===== src/rtl/host_write_buffer_m_pkg.sv =====
// Shared constants for the host posted-write buffer: dummy bus address,
// default depth and the retire FSM encoding.
package host_write_buffer_m_pkg;

  localparam int          HWB_DEPTH       = 4;
  localparam logic [15:0] HOST_DUMMY_ADDR = 16'h8000;

  typedef enum logic [1:0] {
    ST_IDLE  = 2'd0,
    ST_ARM   = 2'd1,
    ST_DRIVE = 2'd2,
    ST_HOLD  = 2'd3
  } hwb_state_e;

endpackage


===== src/rtl/host_write_buffer_m_if.sv =====
// CPU-side write port and BBC host-bus pins of the posted-write buffer.
interface host_write_buffer_m_if #(
  parameter int AW = 16,
  parameter int DW = 8
);
  logic          wr_req;
  logic [AW-1:0] wr_addr;
  logic [DW-1:0] wr_data;
  logic          cpu_rdy;

  logic [AW-1:0] bbc_addr;
  logic [DW-1:0] bbc_data_o;
  logic          bbc_data_oe;
  logic          bbc_rnw;

  modport master (
    output wr_req, wr_addr, wr_data,
    input  cpu_rdy, bbc_addr, bbc_data_o, bbc_data_oe, bbc_rnw
  );

  modport slave (
    input  wr_req, wr_addr, wr_data,
    output cpu_rdy, bbc_addr, bbc_data_o, bbc_data_oe, bbc_rnw
  );
endinterface


===== src/rtl/host_write_buffer_m_sync_fifo.sv =====
// Small synchronous FIFO holding {addr,data} write entries; level is the
// pointer difference with an extra MSB so full and empty are unambiguous.
module sync_fifo_m #(
  parameter int DEPTH = 4,
  parameter int W     = 24
) (
  input  logic                   bbc_ck8,
  input  logic                   resetb,
  input  logic                   push,
  input  logic                   pop,
  input  logic [W-1:0]           din,
  output logic [W-1:0]           dout,
  output logic [$clog2(DEPTH):0] level,
  output logic                   full,
  output logic                   empty
);
  localparam int PW = $clog2(DEPTH);
  localparam int LW = PW + 1;
  localparam logic [PW:0] PTR_ONE = {{PW{1'b0}}, 1'b1};

  logic [DEPTH-1:0][W-1:0] mem;
  logic [PW:0]             wr_ptr;
  logic [PW:0]             rd_ptr;

  always_ff @(posedge bbc_ck8 or negedge resetb) begin
    if (!resetb) begin
      wr_ptr <= '0;
      rd_ptr <= '0;
    end else begin
      if (push)          wr_ptr <= wr_ptr + PTR_ONE;
      if (pop && !empty) rd_ptr <= rd_ptr + PTR_ONE;
    end
  end

  // Storage needs no reset: only slots between the pointers are ever read.
  always_ff @(posedge bbc_ck8) begin
    if (push) mem[wr_ptr[PW-1:0]] <= din;
  end

  assign dout  = mem[rd_ptr[PW-1:0]];
  assign level = wr_ptr - rd_ptr;
  assign full  = (level == LW'(DEPTH));
  assign empty = (level == '0);

endmodule


===== src/rtl/host_write_buffer_m.sv =====
// Posted-write buffer: queues host writes at CPU speed and retires them one
// per 2MHz host cycle, aligned to phi0 via a two-flop phase detector.
module host_write_buffer_m
  import host_write_buffer_m_pkg::*;
#(
  parameter int DEPTH = HWB_DEPTH,
  parameter int AW    = 16,
  parameter int DW    = 8
) (
  input  logic                   bbc_ck8,
  input  logic                   resetb,
  input  logic                   bbc_ck2_phi0,
  input  logic                   block_host_wr,
  host_write_buffer_m_if.slave   bus,
  output logic                   full,
  output logic                   empty,
  output logic [$clog2(DEPTH):0] level,
  output logic                   overflow,
  output logic                   busy
);
  localparam int LW = $clog2(DEPTH) + 1;
  localparam logic [AW-1:0] DUMMY = AW'(HOST_DUMMY_ADDR);

  logic phi0_q, phi0_qq, rise, fall;
  logic push, pop, blocked;

  logic [AW+DW-1:0] head;
  logic [AW-1:0]    head_addr;
  logic [DW-1:0]    head_data;

  hwb_state_e    state_q, state_d;
  logic [AW-1:0] addr_q, addr_d;
  logic [DW-1:0] data_q, data_d;
  logic          rnw_q, rnw_d;
  logic          oe_q, oe_d;

  always_ff @(posedge bbc_ck8 or negedge resetb) begin
    if (!resetb) begin
      phi0_q  <= 1'b0;
      phi0_qq <= 1'b0;
    end else begin
      phi0_q  <= bbc_ck2_phi0;
      phi0_qq <= phi0_q;
    end
  end

  assign rise = phi0_q & ~phi0_qq;
  assign fall = ~phi0_q & phi0_qq;

  // A push into a full buffer still lands if the head retires on this edge.
  assign push = bus.wr_req & (~full | pop);

  sync_fifo_m #(
    .DEPTH (DEPTH),
    .W     (AW + DW)
  ) u_fifo (
    .bbc_ck8 (bbc_ck8),
    .resetb  (resetb),
    .push    (push),
    .pop     (pop),
    .din     ({bus.wr_addr, bus.wr_data}),
    .dout    (head),
    .level   (level),
    .full    (full),
    .empty   (empty)
  );

  assign head_addr = head[AW+DW-1:DW];
  assign head_data = head[DW-1:0];

  always_ff @(posedge bbc_ck8 or negedge resetb) begin
    if (!resetb) overflow <= 1'b0;
    else if (bus.wr_req && full && !pop) overflow <= 1'b1;
  end

  assign bus.cpu_rdy = ~(full & bus.wr_req);
  assign busy        = (state_q != ST_IDLE) | ~empty;

  always_ff @(posedge bbc_ck8 or negedge resetb) begin
    if (!resetb) begin
      state_q <= ST_IDLE;
      addr_q  <= DUMMY;
      data_q  <= '0;
      rnw_q   <= 1'b1;
      oe_q    <= 1'b0;
    end else begin
      state_q <= state_d;
      addr_q  <= addr_d;
      data_q  <= data_d;
      rnw_q   <= rnw_d;
      oe_q    <= oe_d;
    end
  end

  always_comb begin
    state_d = state_q;
    addr_d  = addr_q;
    data_d  = data_q;
    rnw_d   = rnw_q;
    oe_d    = oe_q;
    pop     = 1'b0;
    // Low-memory writes suppressed by the map register still burn a host cycle.
    blocked = block_host_wr & ~head_addr[AW-1];
    unique case (state_q)
      ST_IDLE: begin
        rnw_d  = 1'b1;
        oe_d   = 1'b0;
        addr_d = DUMMY;
        if (!empty) state_d = ST_ARM;
      end
      ST_ARM: begin
        addr_d = head_addr;
        data_d = head_data;
        if (rise) begin
          state_d = ST_DRIVE;
          rnw_d   = blocked;
          oe_d    = ~blocked;
        end
      end
      ST_DRIVE: begin
        if (fall) begin
          state_d = ST_HOLD;
          rnw_d   = 1'b1;
        end
      end
      ST_HOLD: begin
        pop     = 1'b1;
        rnw_d   = 1'b1;
        oe_d    = 1'b0;
        addr_d  = DUMMY;
        state_d = (level > LW'(1)) ? ST_ARM : ST_IDLE;
      end
      default: state_d = ST_IDLE;
    endcase
  end

  assign bus.bbc_addr    = addr_q;
  assign bus.bbc_data_o  = data_q;
  assign bus.bbc_data_oe = oe_q;
  assign bus.bbc_rnw     = rnw_q;

endmodule

===== src/flat_wrapper.sv =====
// flat-port wrapper written by rule: the top's interface ports become plain ports
module host_write_buffer_m_flat import host_write_buffer_m_pkg::*;
#(
  parameter int DEPTH = HWB_DEPTH,
  parameter int AW    = 16,
  parameter int DW    = 8
)
  (bbc_ck8, resetb, bbc_ck2_phi0, block_host_wr, full, empty, level, overflow, busy, bus_wr_req, bus_wr_addr, bus_wr_data, bus_cpu_rdy, bus_bbc_addr, bus_bbc_data_o, bus_bbc_data_oe, bus_bbc_rnw);
  host_write_buffer_m_if #(.AW(AW), .DW(DW)) bus_i ();
  input  logic bbc_ck8;
  input  logic resetb;
  input  logic bbc_ck2_phi0;
  input  logic block_host_wr;
  output logic full;
  output logic empty;
  output logic [$clog2(DEPTH):0] level;
  output logic overflow;
  output logic busy;
  input wire logic [$bits(bus_i.wr_req)-1:0] bus_wr_req;
  input wire logic [$bits(bus_i.wr_addr)-1:0] bus_wr_addr;
  input wire logic [$bits(bus_i.wr_data)-1:0] bus_wr_data;
  output wire logic [$bits(bus_i.cpu_rdy)-1:0] bus_cpu_rdy;
  output wire logic [$bits(bus_i.bbc_addr)-1:0] bus_bbc_addr;
  output wire logic [$bits(bus_i.bbc_data_o)-1:0] bus_bbc_data_o;
  output wire logic [$bits(bus_i.bbc_data_oe)-1:0] bus_bbc_data_oe;
  output wire logic [$bits(bus_i.bbc_rnw)-1:0] bus_bbc_rnw;
  assign bus_i.wr_req = bus_wr_req;
  assign bus_i.wr_addr = bus_wr_addr;
  assign bus_i.wr_data = bus_wr_data;
  assign bus_cpu_rdy = bus_i.cpu_rdy;
  assign bus_bbc_addr = bus_i.bbc_addr;
  assign bus_bbc_data_o = bus_i.bbc_data_o;
  assign bus_bbc_data_oe = bus_i.bbc_data_oe;
  assign bus_bbc_rnw = bus_i.bbc_rnw;
  host_write_buffer_m #(.DEPTH(DEPTH), .AW(AW), .DW(DW)) u_core (.bbc_ck8(bbc_ck8), .resetb(resetb), .bbc_ck2_phi0(bbc_ck2_phi0), .block_host_wr(block_host_wr), .bus(bus_i), .full(full), .empty(empty), .level(level), .overflow(overflow), .busy(busy));
endmodule

===== config.mk =====
export PLATFORM = sky130hd
export DESIGN_NAME = host_write_buffer_m_flat
export DESIGN_NICKNAME = d
export VERILOG_FILES = /design/src/rtl/host_write_buffer_m_pkg.sv /design/src/rtl/host_write_buffer_m_if.sv /design/src/rtl/host_write_buffer_m_sync_fifo.sv /design/src/rtl/host_write_buffer_m.sv /design/src/flat_wrapper.sv
export SDC_FILE = /design/constraint.sdc
export NUM_CORES = 1
export LEC_CHECK = 0
export BUFFER_PORTS_ARGS = -buffer_cell sky130_fd_sc_hd__buf_2
export CORE_MARGIN = 10
export CORE_UTILIZATION = 40
export CTS_BUF_LIST = sky130_fd_sc_hd__clkbuf_4
export DETAILED_ROUTE_END_ITERATION = 7
export PLACE_DENSITY = 0.55
export SYNTH_ARGS = -nofsm -noshare
export SYNTH_HDL_FRONTEND = slang
export SYNTH_SLANG_ARGS = --single-unit

===== constraint.sdc =====
create_clock -name bbc_ck8 -period 3.1 [get_ports bbc_ck8]
set_clock_uncertainty 0.2 [all_clocks]
set_input_delay 0.31 -clock bbc_ck8 [delete_from_list [all_inputs] [get_ports bbc_ck8]]
set_output_delay 0.31 -clock bbc_ck8 [all_outputs]
set_load 0.05 [all_outputs]

==> impl_metrics.ini, run 1 <==
[detailed_routing]
wirelength_um = 9950
wl_per_cell_um = 18.3
dr.first_iter.drc_count = 125
via_per_inst = 4.82
firstDrtPassIters = 4
antenna_left = 0
drc = 0
vias = 2626

[power]
ir_drop_mv = 0.533
power_density_mw_per_mm2 = 1110
seq_power_share_pct = 38.3
p_leak_nw = 2.39
p_int_mw = 4.17
p_sw_mw = 2.77
clockPowerShare_pct = 16.9
comb_power_share_pct = 44.8
switching_share_pct = 39.9

[sta]
rsz0062_at_grt = false
setup_violations = 0
whs_ns = 0.216
slew_headroom_pct = 41.6
hold_viol_final = 0
fin_setup_tns_ns = 0
layout_min_cycle_time_ns = 2.85
slew_viol_final = 0
min_period_over_period_pct = 92.0
tightest_slew_ns = 0.877
fmax_ghz = 0.351

[die]
dieArea_mm2 = 0.0176
row_count = 41
io_pins = 63
core_area_mm2 = 0.0125
fp.dieH_um = 133
initial_utilization_pct = 40.7
die_width_um = 133

[min_path]
hold-path-cell-count = 0
hold_start = u_core.phi0_q
hold_path.class = flip-flop to flip-flop

[global_routing]
first_global_vias = 2944
grt_max_degree = 38
grt.total_usage_pct = 12.0
antenna_found_initial = 1
overflow = 0
grt_pass1_wl_um = 16200

[cts]
clkTransAtPathRegs_ns = 0.11
clockBufferDepth = 2
numCtsBuffers = 17
root_buffer = clkbuf_4
h-tree-depth = 4
post_cts_buffers = 0
cts_tree = done
cts.sinks = 133
insertion_delay_ns = 0.52

[worst_setup_path]
cp.required_ns = 2.59
cp_max_fo = 6
start_kind = flip-flop
worstSetupPathType = flip-flop to primary output
cp.arrival_ns = 2.34
reg2reg_depth = 7
endpoint_kind = primary output
crit_start = u_core.u_fifo.wr_ptr[0]
r2r_start = u_core.u_fifo.wr_ptr[0]

[layout]
post-route-util_pct = 49.8
register_area_mm2 = 0.00381
layout-drive-gt1-share_pct = 38.4
nets = 401
area_delta_synth_final_pct = 22.4
fin_area_mm2 = 0.00623
multi_input_area_mm2 = 0.00120
nFillCells = 1103

[place]
gp_congestion = 0.748
io_buffers = 62
postPlaceCellArea_mm2 = 0.00566
post-dp-hpwl_um = 6320

[synth]
synthArstFlopShare_pct = 27.8
netlist_area_mm2 = 0.00509
ys_seq_elements = 133
synth_nets = 293
synthFlopType = edfxtp_1
ys_seq_area_share_pct = 74.9
ys.warnings.count = 0
synth_edf_count = 96
syn-instance-count = 252
yosysUniqueCellTypes = 34
syn_area_per_cell_um2 = 20.2

[outcome]
status = finished clean

[job]
drv_cap = 0
-- critical path, cell delays in order, from the launching register on --
cell,delay [ns]
dfrtp_1,0.39
inv_1,0.11
ha_1,0.23
fa_2,0.33
xnor3_2,0.29
nand3_1,0.15
inv_1,0.07
buf_2,0.26
-- state kept, by name, indices dropped and copies added (netlist names) --
name,count
u_core.bus.bbc_addr,16
u_core.bus.bbc_data_oe,1
u_core.u_fifo.rd_ptr,3
u_core.phi0_qq,1
u_core.bus.bbc_rnw,1
u_core.u_fifo.wr_ptr,3
u_core.phi0_q,1
u_core.state_q,2
u_core.bus.bbc_data_o,8
u_core.u_fifo.mem,96
u_core.overflow,1
-- power groups by stage --
stage               clock network, mW  registers (mW)  logic [mW]
floorplan                           0            3.18        1.80
global placement                    0            2.69        3.10
detailed placement                  0            2.70        3.15
CTS                              1.21            2.67        3.17
global route                     1.30            2.71        3.37
finish                           1.17            2.66        3.10
-- cells in the final DEF (no fill, tap or decap), drive strengths merged --
| cell type | synthesis | final |
|---|---|---|
| edfxtp | 96 | 96 |
| buf | 6 | 71 |
| dfrtp | 35 | 35 |
| dlygate4sd3 | 0 | 28 |
| mux4 | 24 | 24 |
| clkbuf | 4 | 21 |
| a22o | 15 | 15 |
| mux2 | 11 | 11 |
| ha | 11 | 11 |
| inv | 10 | 10 |
| nand2 | 4 | 4 |
| clkinv | 0 | 4 |
| and2 | 4 | 4 |
| nand3 | 3 | 3 |
| xnor2 | 3 | 3 |
| o21ai | 3 | 3 |
| nand2b | 3 | 3 |
| clkinvlp | 0 | 3 |
| bufinv | 0 | 3 |
| a21oi | 2 | 2 |
| nor3 | 2 | 2 |
| dfstp | 2 | 2 |
| diode | 0 | 1 |
| xnor3 | 1 | 1 |
| nor2 | 1 | 1 |
| o31a | 1 | 1 |
| nand4 | 1 | 1 |
| nor2b | 1 | 1 |
| nor3b | 1 | 1 |
| a21o | 1 | 1 |
| a21boi | 1 | 1 |
| a2111oi | 1 | 1 |
| a211oi | 1 | 1 |
| o21bai | 1 | 1 |
| xor2 | 1 | 1 |
| a31oi | 1 | 1 |
| fa | 1 | 1 |
-- logic make-up (layout without fill, tap and decap cells) --
logic type / after synthesis / after routing / share of synthesized area (%)
flip-flops: 133 / 133 / 74.9
multiplexers: 35 / 35 / 13.0
AO/OA/AOI/OAI: 27 / 27 / 4.13
AND/OR/NAND/NOR: 20 / 20 / 2.16
buffers and inverters: 20 / 140 / 1.55
adder cells (fa/ha/maj): 12 / 12 / 3.10
XOR/XNOR: 5 / 5 / 1.16
other: 0 / 1 / 0
-- metal layers --
layer / track usage, % / share of wire [%] / vias to the layer above
met3: 3.63 / 3.7 / 14
met5: 0 / 0 / -
li1: - / - / 1213
met2: 19.1 / 49 / 53
met4: 5.50 / 1.8 / 0
met1: 14.8 / 45 / 1346
-- layout make-up --
| type | instances | share of cell area, % |
|---|---|---|
| Antenna cell | 1 | 0.0402 |
| Sequential cell | 133 | 61.2 |
| Clock buffer | 21 | 2.53 |
| Inverter | 10 | 0.602 |
| Tap cell | 172 | 3.45 |
| Timing Repair Buffer | 99 | 10.8 |
| Multi-Input combinational cell | 99 | 19.3 |
| Clock inverter | 10 | 2.13 |
-- metrics by stage --
step,setup slack (ns),std cells,total power [mW]
after floorplan,0.0343,252,4.98
after global placement,0.376,485,5.79
after detailed placement,0.286,485,5.85
after CTS,0.137,544,7.05
after global routing,0.0269,545,7.38
final,0.249,545,6.94
-- synthesized netlist by cell type (4+ instances only) --
| cell | instances | area (um^2) |
|---|---|---|
| a22o_1 | 15 | 131 |
| clkbuf_1 | 4 | 15.0 |
| dfrtp_1 | 35 | 876 |
| edfxtp_1 | 96 | 2880 |
| ha_1 | 11 | 138 |
| inv_1 | 10 | 37.5 |
| mux2_2 | 11 | 124 |
| mux4_2 | 24 | 541 |
| nand2_1 | 4 | 15.0 |
-- what timing repair did --
action / CTS / global route
gates resized for setup: 0 / 1
hold buffers: 28 / 0
endpoints found under the hold margin: 135 / 0
setup endpoints to repair: 0 / 1
-- worst paths after layout --
kind                            slack [ns]                  endpoint
worst max-delay path                  0.25                     empty
worst min register to register        0.22            u_core.phi0_qq
max in group asynchronous             1.86   u_core.u_fifo.rd_ptr[0]
min in group asynchronous             0.24  u_core.bus.bbc_data_o[3]
worst max register to register        0.32     u_core.u_fifo.mem[28]
worst min-delay path                  0.22            u_core.phi0_qq
Power figures use the tool's default switching activity.
==> run 2, diff against run 1 <==
Clock period 3.1 ns to 3.3 ns, I/O delays scaled along.
==> run 2 against run 1 <==
Effect of this change: sequential cell count did not move; via count fell by 1.5%; combinational power fell by 8.4%; wire length fell by 3.7%; critical path type unchanged; highest routed layer unchanged.
==> impl_metrics.ini, run 2 (same netlist as run 1, synthesis figures left out) <==
[cts]
numCtsBuffers = 17
clockBufferDepth = 2
cts.sinks = 133
root_buffer = clkbuf_4
clkTransAtPathRegs_ns = 0.10
cts-resized-gates = 0
post_cts_buffers = 0
insertion_delay_ns = 0.53
cts_tree = done
h-tree-depth = 4
cts_hold_repair.buffers = 28

[power]
p_leak_nw = 2.36
seq_power_share_pct = 39.3
comb_power_share_pct = 44.6
p_int_mw = 3.80
power_density_mw_per_mm2 = 1030
p_sw_mw = 2.56
ir_drop_mv = 0.362
switching_share_pct = 40.2
clockPowerShare_pct = 16.1

[sta]
fin_setup_tns_ns = 0
tightest_slew_ns = 0.897
slew_headroom_pct = 40.2
fmax_ghz = 0.345
rsz0062_at_grt = false
whs_ns = 0.219
setup_violations = 0
slew_viol_final = 0
hold_viol_final = 0
layout_setup_ws_ns = 0.398
layout_min_cycle_time_ns = 2.90
min_period_over_period_pct = 87.9

[worst_setup_path]
r2r_start = u_core.u_fifo.wr_ptr[0]
worstSetupPathType = flip-flop to primary output
crit_buf_inv = 3
slowest_delay_ns = 0.39
cpLargestDelayFamily = adder cells
reg2reg_depth = 7
start_kind = flip-flop
worstReg2RegEnd = u_core.u_fifo.mem[22]
cp.arrival_ns = 2.37
worstPathCellList = inv_1, ha_1, fa_1, xnor3_2, nand3_1, inv_1, buf_2
cp_max_fo = 6
cp.required_ns = 2.77
endpoint_kind = primary output
r2r_setup_slack_ns = 0.56
path_common_cell = inv_1
slowest_stage = dfrtp_1

[place]
post-dp-hpwl_um = 5890
dp.cells = 483
dp_slack_ns = 0.551
io_buffers = 62
gp_congestion = 0.740

[layout]
nets = 399
nFillCells = 1104
mostFrequentLayoutCells = edfxtp_1, buf_2, dfrtp_1, dlygate4sd3_1, mux4_2
area_delta_synth_final_pct = 21.4
finalNonFillerCells = 544
largest_reg_flops = 96
post-route-util_pct = 49.4
layout-drive-gt1-share_pct = 37.2
final_common_cell = edfxtp_1

[die]
core_area_mm2 = 0.0125
initial_utilization_pct = 40.7
row_count = 41
fp.dieH_um = 133
io_pins = 63
die_width_um = 133
dieArea_mm2 = 0.0176

[global_routing]
first_global_vias = 2925
grt.total_usage_pct = 11.6
overflow = 0
antenna_found_initial = 1
grt_max_degree = 38
grt_pass1_wl_um = 15800

[detailed_routing]
drc = 0
wl_per_cell_um = 17.6
dr.first_iter.drc_count = 215
firstDrtPassIters = 4
wirelength_um = 9580
via_per_inst = 4.75
antenna_left = 0
vias = 2586

[min_path]
worstHoldEndpoint = u_core.phi0_qq
hold-path-cell-count = 0
hold_path.class = flip-flop to flip-flop
hold_start = u_core.phi0_q

[outcome]
status = finished clean

[job]
drv_cap = 0
==> run 2: per-layer routing <==
metal | GRT usage [%] | vias up | wire (um)
met1 | 13.7 | 1297 | 4270
met2 | 18.5 | 58 | 4750
met4 | 5.44 | 0 | 158
met5 | 0 | - | 0
li1 | - | 1217 | -
met3 | 3.97 | 14 | 399
==> run 2: power by group through the flow <==
stage / logic [mW] / registers, mW / clock network (mW)
after floorplan: 1.69 / 2.99 / 0
after global placement: 2.86 / 2.53 / 0
after detailed placement: 2.87 / 2.55 / 0
after CTS: 2.91 / 2.51 / 1.07
after global routing: 3.10 / 2.55 / 1.15
final: 2.84 / 2.50 / 1.02
==> run 2: layout make-up <==
type	instances	area (um^2)	area share, %
Multi-Input combinational cell	99	1200	19.4
Sequential cell	133	3810	61.7
Inverter	10	37.5	0.607
Clock buffer	21	158	2.55
Clock inverter	11	113	1.82
Antenna cell	1	2.50	0.0405
Timing Repair Buffer	97	643	10.4
Tap cell	172	215	3.48
==> run 2: worst max path at each step <==
| stage | start | to | cells past startpoint |
|---|---|---|---|
| final | u_core.u_fifo.wr_ptr[0] | empty | 7 |
| after detailed placement | u_core.u_fifo.wr_ptr[0] | u_core.u_fifo.mem[6] | 7 |
| after floorplan | u_core.u_fifo.wr_ptr[0] | u_core.overflow | 7 |
| after global placement | u_core.u_fifo.wr_ptr[0] | u_core.u_fifo.mem[6] | 7 |
| after CTS | u_core.u_fifo.wr_ptr[0] | empty | 7 |
| after global routing | u_core.u_fifo.wr_ptr[0] | empty | 7 |
==> run 2: stage by stage <==
stage	cell area (um^2)	power [mW]
floorplan	5090	4.68
detailed placement	5630	5.42
global placement	5630	5.39
finish	6180	6.37
global route	6180	6.80
CTS	6180	6.48
